--- src/rtl/cpu_pkg.sv ---
// Shared CPU pipeline definitions: decoded control word, zero-register
// number and datapath width, plus a small producer-match helper used by
// both hazard detection and operand selection.
package cpu_pkg;

    localparam int         DATA_LENGTH = 64;
    localparam logic [4:0] XZR         = 5'd31;

    typedef struct packed {
        logic       reg_write;
        logic       mem_read;
        logic       mem_write;
        logic       mem_to_reg;
        logic       alu_src;
        logic [3:0] alu_op;
    } ctrl_t;

    localparam ctrl_t CTRL_NOP = '0;

    // A producer matches a source when it writes a real register (never XZR)
    // whose number equals the source.
    function automatic logic src_match(input logic       rw,
                                       input logic [4:0] prod_rd,
                                       input logic [4:0] src);
        return rw && (prod_rd != XZR) && (prod_rd == src);
    endfunction

endpackage

--- src/rtl/fwd_sel.sv ---
// Per-operand EX source select. XZR always reads zero; otherwise EX/MEM
// wins over MEM/WB, and the ID/EX latched value is the fallback. With
// FWD_EN=0 only the latched value (and the XZR rule) is used.
module fwd_sel
    import cpu_pkg::*;
#(
    parameter bit FWD_EN = 1'b1
) (
    input  logic                   ex_valid,
    input  logic [4:0]             src,
    input  logic [DATA_LENGTH-1:0] latched,
    input  logic                   exm_reg_write,
    input  logic [4:0]             exm_rd,
    input  logic [DATA_LENGTH-1:0] exm_result,
    input  logic                   mwb_reg_write,
    input  logic [4:0]             mwb_rd,
    input  logic [DATA_LENGTH-1:0] mwb_data,
    output logic [DATA_LENGTH-1:0] operand
);

    logic exm_hit;
    logic mwb_hit;

    // producer hits only count for a live instruction in EX
    always_comb begin
        exm_hit = FWD_EN && ex_valid && src_match(exm_reg_write, exm_rd, src);
        mwb_hit = FWD_EN && ex_valid && src_match(mwb_reg_write, mwb_rd, src);
    end

    // priority select: zero register, then newest producer, then latched
    always_comb begin
        operand = latched;
        if (src == XZR) begin
            operand = '0;
        end else if (exm_hit) begin
            operand = exm_result;
        end else if (mwb_hit) begin
            operand = mwb_data;
        end
    end

endmodule

--- src/rtl/id_ex_stage.sv ---
// ID/EX pipeline register with load-use stall, branch flush, register-file
// write-through capture and EX operand resolution.
// Build option: define FORWARDING_EN to enable the EX/MEM and MEM/WB bypass.
// Without it, operands come only from the latched values and any RAW
// dependence on the instruction in EX or EX/MEM stalls ID instead.
module id_ex_stage
    import cpu_pkg::*;
(
    input  logic                   clk,
    input  logic                   reset,
    input  logic                   id_valid,
    output logic                   id_ready,
    input  logic [4:0]             id_rn,
    input  logic [4:0]             id_rm,
    input  logic [4:0]             id_rd,
    input  logic [DATA_LENGTH-1:0] id_rd1,
    input  logic [DATA_LENGTH-1:0] id_rd2,
    input  logic [DATA_LENGTH-1:0] id_imm,
    input  ctrl_t                  id_ctrl,
    input  logic                   flush,
    input  logic                   exm_reg_write,
    input  logic [4:0]             exm_rd,
    input  logic [DATA_LENGTH-1:0] exm_result,
    input  logic                   mwb_reg_write,
    input  logic [4:0]             mwb_rd,
    input  logic [DATA_LENGTH-1:0] mwb_data,
    output logic                   ex_valid,
    output logic [4:0]             ex_rd,
    output ctrl_t                  ex_ctrl,
    output logic [DATA_LENGTH-1:0] ex_imm,
    output logic [DATA_LENGTH-1:0] ex_opA,
    output logic [DATA_LENGTH-1:0] ex_opB
);

`ifdef FORWARDING_EN
    localparam bit FWD_EN = 1'b1;
`else
    localparam bit FWD_EN = 1'b0;
`endif

    logic [4:0]             ex_rn;
    logic [4:0]             ex_rm;
    logic [DATA_LENGTH-1:0] lat_a;
    logic [DATA_LENGTH-1:0] lat_b;

    logic                   load_use;
    logic                   raw_hz;
    logic                   hazard;
    logic [DATA_LENGTH-1:0] cap_a;
    logic [DATA_LENGTH-1:0] cap_b;
    logic [DATA_LENGTH-1:0] sel_a;
    logic [DATA_LENGTH-1:0] sel_b;

    // load in EX whose destination feeds the instruction in ID
    always_comb begin
        load_use = id_valid && ex_valid && ex_ctrl.mem_read && (ex_rd != XZR)
                   && ((ex_rd == id_rn) || (ex_rd == id_rm));
    end

    // without a bypass every in-flight RAW dependence must wait it out;
    // MEM/WB needs no stall because write-through capture covers it
    always_comb begin
        raw_hz = 1'b0;
        if (!FWD_EN && id_valid) begin
            raw_hz = src_match(ex_valid && ex_ctrl.reg_write, ex_rd, id_rn)
                  || src_match(ex_valid && ex_ctrl.reg_write, ex_rd, id_rm)
                  || src_match(exm_reg_write, exm_rd, id_rn)
                  || src_match(exm_reg_write, exm_rd, id_rm);
        end
    end

    // stall decision and handshake back to IF/ID
    always_comb begin
        hazard   = load_use || raw_hz;
        id_ready = reset || flush || !hazard;
    end

    // register-file write happening this cycle is not yet visible on rd1/rd2
    always_comb begin
        cap_a = src_match(mwb_reg_write, mwb_rd, id_rn) ? mwb_data : id_rd1;
        cap_b = src_match(mwb_reg_write, mwb_rd, id_rm) ? mwb_data : id_rd2;
    end

    // ID/EX register: reset, bubble on flush or stall, else capture ID
    always_ff @(posedge clk) begin
        if (reset) begin
            ex_valid <= 1'b0;
            ex_ctrl  <= CTRL_NOP;
            ex_rd    <= XZR;
            ex_rn    <= XZR;
            ex_rm    <= XZR;
            ex_imm   <= '0;
            lat_a    <= '0;
            lat_b    <= '0;
        end else if (flush || hazard) begin
            ex_valid <= 1'b0;
            ex_ctrl  <= CTRL_NOP;
            ex_rd    <= XZR;
            ex_rn    <= XZR;
            ex_rm    <= XZR;
            ex_imm   <= '0;
            lat_a    <= '0;
            lat_b    <= '0;
        end else begin
            ex_valid <= id_valid;
            ex_ctrl  <= id_valid ? id_ctrl : CTRL_NOP;
            ex_rd    <= id_rd;
            ex_rn    <= id_rn;
            ex_rm    <= id_rm;
            ex_imm   <= id_imm;
            lat_a    <= cap_a;
            lat_b    <= cap_b;
        end
    end

    fwd_sel #(.FWD_EN(FWD_EN)) u_sel_a (
        .ex_valid      (ex_valid),
        .src           (ex_rn),
        .latched       (lat_a),
        .exm_reg_write (exm_reg_write),
        .exm_rd        (exm_rd),
        .exm_result    (exm_result),
        .mwb_reg_write (mwb_reg_write),
        .mwb_rd        (mwb_rd),
        .mwb_data      (mwb_data),
        .operand       (sel_a)
    );

    fwd_sel #(.FWD_EN(FWD_EN)) u_sel_b (
        .ex_valid      (ex_valid),
        .src           (ex_rm),
        .latched       (lat_b),
        .exm_reg_write (exm_reg_write),
        .exm_rd        (exm_rd),
        .exm_result    (exm_result),
        .mwb_reg_write (mwb_reg_write),
        .mwb_rd        (mwb_rd),
        .mwb_data      (mwb_data),
        .operand       (sel_b)
    );

    // operands read zero while reset is held, before the register settles
    always_comb begin
        ex_opA = reset ? '0 : sel_a;
        ex_opB = reset ? '0 : sel_b;
    end

endmodule

--- config.mk ---
export PLATFORM = sky130hd
export DESIGN_NAME = id_ex_stage
export DESIGN_NICKNAME = d
export VERILOG_FILES = /design/src/rtl/cpu_pkg.sv /design/src/rtl/fwd_sel.sv /design/src/rtl/id_ex_stage.sv
export SDC_FILE = /design/constraint.sdc
export NUM_CORES = 1
export LEC_CHECK = 0
export ABC_AREA = 1
export ABC_CLOCK_PERIOD_IN_PS = 4300
export CORE_AREA = 3 3 219 221
export DETAILED_ROUTE_END_ITERATION = 16
export DIE_AREA = 0 0 222 224
export DONT_BUFFER_PORTS = 1
export PLACE_DENSITY = 0.38
export SETUP_SLACK_MARGIN = 0.4
export SLEW_MARGIN = 20
export SYNTH_ARGS = -nofsm -noshare
export SYNTH_HDL_FRONTEND = slang
export SYNTH_SLANG_ARGS = --single-unit
--- constraint.sdc ---
create_clock -name clk -period 4.3 [get_ports clk]
set_input_delay 0.645 -clock clk [delete_from_list [all_inputs] [get_ports clk]]
set_output_delay 0.645 -clock clk [all_outputs]
set_load 0.05 [all_outputs]
==> metrics.md <==
| Metric | Value |
|---|---|
| Status | `finished, final reports clean` |
| Final net count | `1556` |
| Setup bufs post-CTS | `0` |
| Fillers | `approximately 5200` |
| RSZ-0062 raised after global routing | `no` |
| Critical path arrival | `2740 ps` |
| Layout area overhead | `15.8%` |
| Vias/cell | `4.35` |
| Slowest stage delay, CP | `~780 ps` |
| Leak | `4.45 nW` |
| Die Span Y | `~220 µm` |
| Critical-path cell list | `nand3_1 > o21ai_4 > buf_4 > nor2_1` |
| Core footprint | `0.0464 mm²` |
| Crit path time final | `3380 ps` |
| Layout cells sized above 1 | `0.181` |
| Least-Margin Pin Slew | `between 1000 and 1500 ps` |
| Crit path max fanout | `34` |
| Crit path max-delay family | `compound AO/OA/AOI/OAI gates` |
| Worst min-delay path class | `in2reg` |
| Worst skew pair latency | `550 ps` |
| Max-cap violations | `0` |
| Setup_tns | `0 ps` |
| WP data required | `~3700 ps` |
| Crit. Startpoint | `ex_rn[4]$_SDFF_PP1_` |
| Footprint of the multi-input gates | `about 0.0038 mm²` |
| Final core utilization | `0.237` |
| Htree depth | `1` |
| Netlist cell types | `28` |
| # setup viols final | `0` |
| CTS tree | `yes` |
| DRC viols | `0` |
| DR WL met3 | `between 3 and 4 mm` |
| Maximum number of pins on one net before global-route repair | `70` |
| Internal reg-to-reg setup slack | `around 1500 ps` |
| Buf/Inv on CP | `1` |
| Post-Route WL | `roughly 38 mm` |
| DP Wirelength | `between 20 and 30 mm` |
| WP depth | `4` |
| Pre-Repair DR Iteration Count | `4` |
| Worst R2R Start | `ex_rd[2]$_SDFF_PP1_` |
| Grt total ovfl | `0` |
| Max-slew violations | `0` |
| Kind of end point of the critical path | `output port` |
| Fin crit share | `0.787` |
| Crit start category | `register` |
| Die X | `approximately 220 µm` |
| Hold buffers post-CTS | `0` |
| PwrDens | `470 mW/mm²` |
| Initial detailed-routing violation count | `around 280` |
| Antenna-violating nets left | `0` |
| CTS Sinks | `~220` |
| Die footprint | `0.0497 mm²` |
| Crit Path Category | `reg2out` |
| # IOs | `568` |
| Starting Density | `0.205` |
| Crit-path slowest cell | `o21ai_4` |
| Met2 Wirelength | `about 18 mm` |
| I/O Buffers | `0` |
| R2r endpoint | `ex_imm[56]$_SDFF_PP0_` |
| TritonCTS buffer count | `27` |
| Max Buffers Root-to-Sink | `3` |
| Cell Area, Synth | `between 0.009 and 0.01 mm²` |
| Post-DP Area | `0.0100 mm²` |
| Synth Warn # | `0` |
| M1 WL | `about 15 mm` |
| Mean cell area of the mapped netlist | `7.74 µm²` |
| Yosys reg bits | `217` |
| Synth Instances | `roughly 1200` |
| Initial antenna violation count | `1` |
| Max Used Layer | `met4` |
| First-pass GRT wire length | `roughly 54 mm` |
| Total Power | `between 5 and 6 mW` |
| Root buf cell | `clkbuf_16` |
| Endpoints failing hold | `0` |
| Clock-pin slew on the worst setup and hold paths | `roughly 60 ps` |
| Post-cts resize count | `0` |
| Number of global-route vias before repair | `approximately 8200` |
| Worst Skew | `between 10 and 15 ps` |
| Row count | `79` |
| Cell depth of the worst flop-to-flop path | `7` |
| Crit path to | `ex_opA[44]` |
| Register Area | `between 0.004 and 0.005 mm²` |
| Avg WL per Cell | `~21 µm` |
| FMAX | `between 0.2 and 0.3 GHz` |
| Seq/Total Area, Yosys | `0.458` |
| RePlAce Congestion | `~0.75` |
| Vias | `7941` |
| GR Util All Layers | `0.144` |
| VDD IR max | `between 0.3 and 0.4 mV` |
| Syn nets | `about 1600` |
| Rel. slew slack | `0.257` |
| Post-route cell area | `approximately 0.011 mm²` |
-- flip-flops by register name (all words and copies together), names as in the netlist --
name,cells
ex_ctrl,9
ex_imm,64
ex_rd,5
ex_rm,5
ex_rn,5
ex_valid,1
lat_a,64
lat_b,64
-- cells by family after synthesis --
| logic type | after synthesis | synth area share |
|---|---|---|
| AO/OA/AOI/OAI | 135 | 0.119 |
| buffers and inverters | 312 | 0.146 |
| flip-flops | 217 | 0.458 |
| AND/OR/NAND/NOR | 544 | 0.260 |
| XOR/XNOR | 17 | 0.0157 |
-- per-layer routing --
| layer | vias up | track usage |
|---|---|---|
| li1 | 3776 | - |
| met1 | 3740 | 0.166 |
| met2 | 363 | 0.251 |
| met3 | 62 | 0.0510 |
| met4 | 0 | 0.0446 |
| met5 | - | 0 |
-- worst min-delay path by stage --
stage / from / endpoint / slack [ps] / cells after the start
6_report: id_imm[27] / ex_imm[27]$_SDFF_PP0_ / 200 / 2
5_1_grt: id_imm[22] / ex_imm[22]$_SDFF_PP0_ / 160 / 2
4_1_cts: id_imm[27] / ex_imm[27]$_SDFF_PP0_ / 160 / 2
3_5_place_dp: id_rd[1] / ex_rd[1]$_SDFF_PP1_ / 750 / 1
3_3_place_gp: id_rd[4] / ex_rd[4]$_SDFF_PP1_ / 750 / 1
2_1_floorplan: id_rn[2] / ex_rn[2]$_SDFF_PP1_ / 750 / 2
-- synthesized netlist by cell type --
library cell | n | area share
nand4_2 | 1 | 0.0013
o21a_1 | 1 | 0.00079
nor2_1 | 211 | 0.084
nand3b_1 | 5 | 0.0040
dfxtp_1 | 217 | 0.46
a21oi_2 | 120 | 0.11
nor3_2 | 2 | 0.0021
inv_2 | 6 | 0.0024
nand2_2 | 2 | 0.0013
buf_8 | 1 | 0.0016
a31oi_1 | 1 | 0.00066
buf_2 | 48 | 0.025
buf_4 | 1 | 0.00079
nand3_2 | 4 | 0.0042
inv_1 | 217 | 0.086
nand3_1 | 15 | 0.0079
o211ai_1 | 1 | 0.00079
nand4_1 | 129 | 0.085
xnor2_1 | 4 | 0.0037
a21oi_1 | 10 | 0.0053
buf_1 | 6 | 0.0024
clkbuf_1 | 14 | 0.0055
xor2_1 | 13 | 0.012
nand2_1 | 172 | 0.068
nor3_1 | 2 | 0.0011
nand3_4 | 1 | 0.0018
o21ai_1 | 2 | 0.0011
buf_6 | 19 | 0.023
-- cell type report --
| cell class | count | area share |
|---|---|---|
| antenna | 1 | 0.000228 |
| clock buffer | 38 | 0.0735 |
| clock inverter | 12 | 0.0130 |
| inverter | 223 | 0.0762 |
| multi-input combinational | 696 | 0.349 |
| sequential | 217 | 0.396 |
| tap | 607 | 0.0692 |
| timing repair buffer | 31 | 0.0235 |
-- layout by cell type, fill, tap and decap left out --
cell,n
a21oi_1,8
a21oi_2,120
a21oi_4,2
a31oi_1,1
buf_12,2
buf_4,29
bufinv_16,3
clkbuf_1,2
clkbuf_16,27
clkbuf_8,9
clkinv_2,7
dfxtp_1,217
diode_2,1
inv_1,217
inv_2,6
inv_6,2
nand2_1,172
nand2_2,2
nand3_1,15
nand3_2,2
nand3_4,3
nand3b_1,5
nand4_1,129
nand4_2,1
nor2_1,211
nor3_1,2
nor3_4,2
o211ai_1,1
o21a_4,1
o21ai_4,2
xnor2_1,4
xor2_1,13
-- where the power goes --
group / internal (mW) / switching [mW] / leakage (nW)
combinational: 0.122 / 0.417 / 2.19
clock: 1.48 / 0.912 / 0.479
sequential: 2.10 / 0.133 / 1.78
-- through the flow --
step / cells / hold slack (ps) / setup WS [ps]
global route: 1824 / 165 / 656
global placement: 1774 / 753 / 1290
detailed placement: 1774 / 755 / 1260
floorplan: 1225 / 751 / 1900
CTS: 1824 / 159 / 748
finish: 1825 / 201 / 918
Note: power is estimated with default switching activity, not from simulation.
